$ cat src/rtl/vga_timing_sprite.sv
// VGA timing generator with a monochrome bitmap sprite overlay; every output is registered on the pixel tick.
// Build option: define VGA_SPRITE_SCALE2_EN to draw the sprite at 2x scale.
module vga_timing_sprite #(
    parameter int   CLK_DIV  = 4,
    parameter int   H_ACTIVE = 640,
    parameter int   H_FP     = 16,
    parameter int   H_SYNC   = 96,
    parameter int   H_BP     = 48,
    parameter int   V_ACTIVE = 480,
    parameter int   V_FP     = 10,
    parameter int   V_SYNC   = 2,
    parameter int   V_BP     = 33,
    parameter logic H_POL    = 1'b0,
    parameter logic V_POL    = 1'b0,
    parameter int   SPR_W    = 80,
    parameter int   SPR_H    = 28,
    parameter int   CW       = 11
) (
    input  logic                     clk,
    input  logic                     rst_n,
    input  logic [CW-1:0]            spr_x,
    input  logic [CW-1:0]            spr_y,
    input  logic                     bmap_we,
    input  logic [$clog2(SPR_H)-1:0] bmap_addr,
    input  logic [SPR_W-1:0]         bmap_data,
    output logic                     h_sync,
    output logic                     v_sync,
    output logic                     active,
    output logic [CW-1:0]            pix_x,
    output logic [CW-1:0]            pix_y,
    output logic                     pixel_on,
    output logic                     frame_start
);
`ifdef VGA_SPRITE_SCALE2_EN
    localparam int SCALE_SH = 1;
`else
    localparam int SCALE_SH = 0;
`endif
    localparam int H_TOTAL = H_ACTIVE + H_FP + H_SYNC + H_BP;
    localparam int V_TOTAL = V_ACTIVE + V_FP + V_SYNC + V_BP;
    localparam int DW  = (CLK_DIV > 1) ? $clog2(CLK_DIV) : 1;
    localparam int AW  = $clog2(SPR_H);
    localparam int CXW = $clog2(SPR_W);

    localparam logic [DW-1:0] DIV_LAST = DW'(CLK_DIV - 1);
    localparam logic [CW-1:0] H_LAST   = CW'(H_TOTAL - 1);
    localparam logic [CW-1:0] V_LAST   = CW'(V_TOTAL - 1);
    localparam logic [CW-1:0] H_ACT    = CW'(H_ACTIVE);
    localparam logic [CW-1:0] V_ACT    = CW'(V_ACTIVE);
    localparam logic [CW-1:0] HS_BEG   = CW'(H_ACTIVE + H_FP);
    localparam logic [CW-1:0] HS_END   = CW'(H_ACTIVE + H_FP + H_SYNC);
    localparam logic [CW-1:0] VS_BEG   = CW'(V_ACTIVE + V_FP);
    localparam logic [CW-1:0] VS_END   = CW'(V_ACTIVE + V_FP + V_SYNC);
    localparam logic [CW-1:0] HIT_W    = CW'(SPR_W << SCALE_SH);
    localparam logic [CW-1:0] HIT_H    = CW'(SPR_H << SCALE_SH);

    logic [SPR_W-1:0] ram_q [SPR_H];

    logic [DW-1:0]    div_q, div_d;
    logic [CW-1:0]    hcnt_q, hcnt_d, vcnt_q, vcnt_d;
    logic [CW-1:0]    sx_q, sx_d, sy_q, sy_d;
    logic             h_sync_q, h_sync_d, v_sync_q, v_sync_d;
    logic             active_q, active_d, pixel_on_q, pixel_on_d;
    logic             frame_start_q, frame_start_d;
    logic [CW-1:0]    pix_x_q, pix_x_d, pix_y_q, pix_y_d;

    logic             tick, frame_first, act_now, in_x, in_y;
    logic [CW-1:0]    sx_cur, sy_cur, dx, dy;
    logic [AW-1:0]    row_idx;
    logic [CXW-1:0]   col_idx;
    logic [SPR_W-1:0] row_rd;

    // Rows are writable at any time; a same-clk read of the row being written sees the old data.
    always_ff @(posedge clk) begin
        if (bmap_we) begin
            ram_q[bmap_addr] <= bmap_data;
        end
    end

    always_comb begin
        tick        = (div_q == DIV_LAST);
        frame_first = (hcnt_q == '0) && (vcnt_q == '0);
        // The first pixel of a frame already uses the position being latched on that tick.
        sx_cur      = frame_first ? spr_x : sx_q;
        sy_cur      = frame_first ? spr_y : sy_q;
        dx          = hcnt_q - sx_cur;
        dy          = vcnt_q - sy_cur;
        in_x        = (hcnt_q >= sx_cur) && (dx < HIT_W);
        in_y        = (vcnt_q >= sy_cur) && (dy < HIT_H);
        row_idx     = AW'(dy >> SCALE_SH);
        col_idx     = CXW'(dx >> SCALE_SH);
        row_rd      = ram_q[row_idx];
        act_now     = (hcnt_q < H_ACT) && (vcnt_q < V_ACT);

        div_d         = tick ? '0 : div_q + 1'b1;
        hcnt_d        = hcnt_q;
        vcnt_d        = vcnt_q;
        sx_d          = sx_q;
        sy_d          = sy_q;
        h_sync_d      = h_sync_q;
        v_sync_d      = v_sync_q;
        active_d      = active_q;
        pixel_on_d    = pixel_on_q;
        pix_x_d       = pix_x_q;
        pix_y_d       = pix_y_q;
        frame_start_d = 1'b0;

        if (tick) begin
            if (hcnt_q == H_LAST) begin
                hcnt_d = '0;
                vcnt_d = (vcnt_q == V_LAST) ? '0 : vcnt_q + 1'b1;
            end else begin
                hcnt_d = hcnt_q + 1'b1;
            end
            if (frame_first) begin
                sx_d = spr_x;
                sy_d = spr_y;
            end
            h_sync_d      = ((hcnt_q >= HS_BEG) && (hcnt_q < HS_END)) ? H_POL : ~H_POL;
            v_sync_d      = ((vcnt_q >= VS_BEG) && (vcnt_q < VS_END)) ? V_POL : ~V_POL;
            active_d      = act_now;
            pixel_on_d    = act_now && in_x && in_y && row_rd[col_idx];
            pix_x_d       = hcnt_q;
            pix_y_d       = vcnt_q;
            frame_start_d = frame_first;
        end
    end

    always_ff @(posedge clk or negedge rst_n) begin
        if (!rst_n) begin
            div_q         <= '0;
            hcnt_q        <= '0;
            vcnt_q        <= '0;
            sx_q          <= '0;
            sy_q          <= '0;
            h_sync_q      <= ~H_POL;
            v_sync_q      <= ~V_POL;
            active_q      <= 1'b0;
            pixel_on_q    <= 1'b0;
            pix_x_q       <= '0;
            pix_y_q       <= '0;
            frame_start_q <= 1'b0;
        end else begin
            div_q         <= div_d;
            hcnt_q        <= hcnt_d;
            vcnt_q        <= vcnt_d;
            sx_q          <= sx_d;
            sy_q          <= sy_d;
            h_sync_q      <= h_sync_d;
            v_sync_q      <= v_sync_d;
            active_q      <= active_d;
            pixel_on_q    <= pixel_on_d;
            pix_x_q       <= pix_x_d;
            pix_y_q       <= pix_y_d;
            frame_start_q <= frame_start_d;
        end
    end

    assign h_sync      = h_sync_q;
    assign v_sync      = v_sync_q;
    assign active      = active_q;
    assign pix_x       = pix_x_q;
    assign pix_y       = pix_y_q;
    assign pixel_on    = pixel_on_q;
    assign frame_start = frame_start_q;
endmodule

$ cat config.mk
export PLATFORM = sky130hd
export DESIGN_NAME = vga_timing_sprite
export DESIGN_NICKNAME = d
export VERILOG_FILES = /design/src/rtl/vga_timing_sprite.sv
export SDC_FILE = /design/constraint.sdc
export NUM_CORES = 2
export LEC_CHECK = 0
export BUFFER_PORTS_ARGS = -buffer_cell sky130_fd_sc_hd__buf_2
export CAP_MARGIN = 20
export CORE_ASPECT_RATIO = 1.2
export CORE_MARGIN = 10
export CORE_UTILIZATION = 45
export DETAILED_ROUTE_END_ITERATION = 6
export HOLD_SLACK_MARGIN = 0.05
export SYNTH_ARGS = -nofsm -noshare
export SYNTH_HDL_FRONTEND = slang
export SYNTH_SLANG_ARGS = --single-unit
$ cat constraint.sdc
create_clock -name clk -period 5.3 [get_ports clk]
set_input_delay 0.795 -clock clk [delete_from_list [all_inputs] [get_ports clk]]
set_output_delay 0.795 -clock clk [all_outputs]
set_load 0.02 [all_outputs]
== Yosys cells after proc, flatten, opt, wreduce, memory -nomap -nowiden ==
Memory sizes are Yosys's and may differ from the RTL's.
Index checks and enable logic that the tools add are counted.
Storage, ports and cells
  memories kept: 1
  output and inout bits: 27
  bits in writable memories: 2240
  input bits: 110
  flip-flop bits (word level): 73
  word-level logic and storage cells: 56
Memory list
  ram_q: depth 28, bits a word 80, read ports 1, clocked after memory_dff 0, wr ports 1, line 57  | logic [SPR_W-1:0] ram_q [SPR_H];
Cells by class
  reductions and logical operators: 12
  order comparisons: 11
  equality and inequality tests: 3
  add/subtract/negate cells: 5
  muxes and demuxes: 12
Operators with widths (number)
  $mux W11: 4
  $add A11 B1 Y11 const B: 2
  $eq A11 B10 Y1 const B: 2
  $ge A11 B11 Y1: 2
  $logic_not A11 Y1: 2
  $lt A11 B10 Y1 const B: 2
  $lt A11 B9 Y1 const B: 2
  $sub A11 B11 Y11: 2
  $ge A11 B10 Y1 const B: 1
  $ge A11 B9 Y1 const B: 1
  $lt A11 B5 Y1 const B: 1
  $lt A11 B7 Y1 const B: 1
  $logic_and A1 B1 Y1: 9
  $lt A7 B8 Y1 const B: 1
  $bmux W1 S7: 1
  $mux W1: 6
  $add A2 B1 Y2 const B: 1
  $eq A2 B2 Y1 const B: 1
  $mux W2: 1
  $reduce_and A2 Y1: 1

== Depth between registers and ports, before layout ==
  depth after elaboration: 9
  depth in mapped cells: 27
  mapped depth without buffers: 21

== Worst setup path before layout ==
Ideal clock, no wire load.
  path kind: register -> register
  from: reg hcnt_q[1]
  to: reg pixel_on_q (netlist: pixel_on)
  stages on the path, launching flop included: 23
  buffers on the path: 7
  period minus slack after synthesis: 5855 ps
  setup time: 138 ps
  path slack: -555 ps
  data arrival time: 5717 ps
  data required time: 5162 ps
  cells stage by stage: dfrtp_1 inv_1 ha_1 nor4b_4 nand4_2 nor2_4 buf_2 mux2_2 ha_1 fa_1 clkbuf_1 clkbuf_1 clkbuf_1 clkbuf_1 clkbuf_1 clkbuf_1 mux4_2 mux2i_1 o21ai_0 nor3_1 nor3_1 a31oi_1 a41oi_2
Between the ends
  elaborated cells between the ends (all ways): 20
  classes of those cells: 2 x add/sub; 5 x order compare; 4 x mux; 8 x reduce/logical; 1 x memory
RTL lines
  from (decl): line 60  | logic [CW-1:0] hcnt_q, hcnt_d, vcnt_q, vcnt_d;
  from (signal assigned): line 145  | hcnt_q <= hcnt_d;
  $logic_not A11 Y1 (*): line 82  | frame_first = (hcnt_q == '0) && (vcnt_q == '0);
  $logic_and A1 B1 Y1 (*): line 82
  $mux W11 (*)
  named net sy_cur[0]: line 68  | logic [CW-1:0] sx_cur, sy_cur, dx, dy;
  $sub A11 B11 Y11: line 87  | dy = vcnt_q - sy_cur;
  $mem_v2 Z28 W80 / $lt A11 B5 Y1 (equally long branches)
  $bmux W1 S7 / $logic_and A1 B1 Y1 (equally long branches): line 122, 89
  $mux W1 (implied by the code) / $logic_and A1 B1 Y1 (equally long branches): line 122  | pixel_on_d = act_now && in_x && in_y && row_rd[col_idx];
  $logic_and A1 B1 Y1 (*): line 122
  to (signal assigned): line 152  | pixel_on_q <= pixel_on_d;
  to (decl): line 63  | logic active_q, active_d, pixel_on_q, pixel_on_d;
The timed path passes the listed nets; every way through them passes the cells marked *. The select of a mux whose other input is x is not followed.
A chain may end at the register's enable or synchronous reset.

== Worst setup path in the final report ==
  from: reg hcnt_q[0]
  to: reg pixel_on_q (netlist: pixel_on)
The elaborated chain is that of the path after synthesis.

==> impl_metrics.toml <==
[outcome]
outcome = "finished with violations"
violations = "negative setup slack"

[route]
post-route-drc-count = 0
wl_um = 249900
vias = 47780
routedWlPerCell_um = 31.87
drtPass1Iterations = 5
first_iter_violations = 6000
drtAntennaViolNets = 0
avgViaCountPerCell = 6.095

[synth]
synth-edff-count = 2240
async_flop_share_pct = 3.156
ys.warnings.count = 0
synthXorXnorAreaFrac_pct = 0.3516
synth-seq-cells = 2313
synth_simple_gate_area_share_pct = 3.995
synth_fa_ha_area_share_pct = 0.3750
synth_compound_area_share_pct = 2.409
yosysSeqAreaShare_pct = 76.13
synth_top_family_by_area = "multiplexers"
avgSynthCellArea_um2 = 20.50
synth.distinct_cells = 88
synth_mux_area_share_pct = 15.38
syn_nets = 4558
syn_area_mm2 = 0.09075
synth_top_flop_cell = "edfxtp_1"
synthCells = 4428

[global_routing]
grt_start_max_net_pins = 81
grt-ovfl-total = 0
grt_pass1_vias = 48260
grtUsageTotal_pct = 22.43
antenna_found_initial = 25
grt_pass1_wl_um = 358300

[layout]
layout_commonest_cell = "edfxtp_1"
drive_gt1_share_pct = 31.19
syn2layout_area_growth_pct = 16.75
fillers = 15530
final_cell_mix = "2240 x edfxtp_1, 566 x mux4_2, 399 x nand2_1"
nNetsFinal = 5136

[power]
ir_drop_uv = 307.6
power_leakage_uw = 0.03448
powerDensity_mw_per_mm2 = 360.9
power_uw = 38240

[critical_path]
start_kind = "register"
worstPathArrival_ns = 6.34
cp.required_ns = 6.08
critical_path.endpoint_type = "register"
critical_path_class = "register to register"
crit_fanout = 12

[die]
rows = 180
die_y_um = 511.9
die_x_um = 430.0
die_area_mm2 = 0.2201
core-area_mm2 = 0.2004
start_util_pct = 45.28
ios = 137

[placement]
pre_cts_ws_ns = -0.7806
gp_congestion = 0.8159
dpl.hpwl_um = 144600
portBuffers = 136

[hold_path]
hold_class = "input pin to async pin"

[timing]
fmax_mhz = 180.1
hold_violations = 0
fin_skew_ns = 0.04322
finalCritPeriodShare_pct = 104.8
fin_crit_ns = 5.553
worst-slew-pin-transition_ns = 1.149
worst_slack_ns = -0.2529
finalMaxSlewViolations = 0
hold_slack_ns = 0.09185
relSlewSlack_pct = 23.20
setup_violations = 1
rsz0062_at_grt = "true"

[clock_network]
cts_root_buf = "clkbuf_16"
hold_buffers = 0
path_clk_slew_ns = 0.06
insertion_delay_ns = 0.87
cts.sinks = 2313
clk_path_buf_depth = 3
tritoncts = "built"
htreeDepth = 4
numCtsBuffers = 217

[job]
maxCapViolCount = 0
==> sequential cells by signal, summed over array words and instances (netlist names), named ones only <==
| signal | count |
|---|---|
| sy_q | 10 |
| pix_x | 11 |
| div_q | 2 |
| v_sync | 1 |
| frame_start | 1 |
| vcnt_q | 11 |
| h_sync | 1 |
| pixel_on | 1 |
| sx_q | 10 |
| hcnt_q | 11 |
| ram_q | 2240 |
| active | 1 |
| pix_y | 11 |
==> cell families after synthesis <==
family                   after synthesis
AO/OA/AOI/OAI                        315
AND/OR/NAND/NOR                      792
adder cells (fa/ha/maj)               27
buffers and inverters                270
flip-flops                          2313
XOR/XNOR                              31
multiplexers                         680
==> synth_stat cells, drive strengths merged, types with 10 or more instances <==
cell type	n	area, um2
a211oi	22	170.2
a21oi	70	350.3
a221oi	10	87.58
a311oi	38	332.8
a31oi	26	162.7
and3	31	193.9
buf	147	773.3
clkbuf	100	375.4
dfrtp	71	1777
edfxtp	2240	67260
ha	18	225.2
inv	23	86.33
mux2	52	585.6
mux2i	62	620.6
mux4	566	12750
nand2	400	1501
nand3	111	555.5
nand4	23	150.1
nor2	124	489.2
nor3	28	155.2
nor4	23	173.9
o211ai	18	135.1
o21ai	56	280.3
xnor2	19	185.2
xor2	11	111.4
==> repair_timing <==
action                                  CTS  global route
pin swaps                                19             1
cloned                                    4             0
endpoints found under the setup margin    1             1
gates resized for setup                  61            12
buffers inserted                         26             0
==> power breakdown <==
part           internal [uW]  switching, uW  total (uW)
registers              20300           49.1       20300
clock network           8220           6680       14900
logic                   1260           1770        3030
total                  29700           8500       38200
==> per-stage QoR <==
step                cells  cell area, um2  setup TNS, ns  util (%)
CTS                  7833          105900        -0.1955     52.83
global placement     7395           98500        -0.7589     49.14
floorplan            4428           90870       -0.02327         -
global route         7836          105900        -0.4583     52.86
detailed placement   7396           98520        -0.7806     49.15
finish               7839          106000        -0.2529     52.86
==> cell type report <==
class / count / area (um2) / area share, %
Clock buffer: 292 / 5806 / 5.479
Tap cell: 2639 / 3302 / 3.116
Clock inverter: 115 / 925.9 / 0.8739
Inverter: 23 / 86.33 / 0.08148
Antenna cell: 6 / 15.01 / 0.01417
Sequential cell: 2313 / 69090 / 65.21
Multi-Input combinational cell: 1845 / 21010 / 19.83
Timing Repair Buffer: 606 / 5713 / 5.392
==> worst max-delay path, cell delays in order (launching register included) <==
cell       delay [ns]
dfrtp_1          0.38
inv_2            0.09
ha_4             0.12
nor4b_4          0.20
nand4_2          0.18
nor2_4           0.16
mux2_4           0.32
ha_4             0.17
fa_4             0.49
buf_4            0.18
or3_1            0.32
o2111ai_1        0.12
buf_4            0.15
nand4bb_4        0.20
buf_12           0.18
buf_16           0.20
buf_16           0.19
buf_6            0.19
nor2_1           0.08
buf_4            0.18
nand3_1          0.08
nand3_1          0.15
a311oi_4         0.39
o31ai_1          0.13
a211o_1          0.36
a41oi_2          0.22
==> final timing paths <==
| kind | slack [ns] | cells past startpoint | start | to |
|---|---|---|---|---|
| max in group asynchronous | 4.60 | 1 | rst_n | pix_x[4]$_DFFE_PN0P_ |
| worst min register to register | 0.43 | 1 | div_q[0]$_DFF_PN0_ | div_q[0]$_DFF_PN0_ |
| worst max register to register | -0.25 | 25 | hcnt_q[0]$_DFFE_PN0P_ | pixel_on$_DFFE_PN0P_ |
| worst max-delay path | -0.25 | 25 | hcnt_q[0]$_DFFE_PN0P_ | pixel_on$_DFFE_PN0P_ |
| worst min-delay path | 0.09 | 1 | rst_n | sy_q[10]$_DFFE_PN0P_ |
| min in group clk | 0.18 | 2 | spr_x[6] | sx_q[6]$_DFFE_PN0P_ |
==> layer usage <==
metal / up-vias / share of wire [%] / track usage, %
met3: 383 / 7.5 / 3.736
met2: 2105 / 49 / 36.07
met5: - / 0.024 / 0
li1: 19530 / - / -
met4: 10 / 2.5 / 5.989
met1: 25750 / 41 / 31.91
Power figures use the tool's default switching activity.
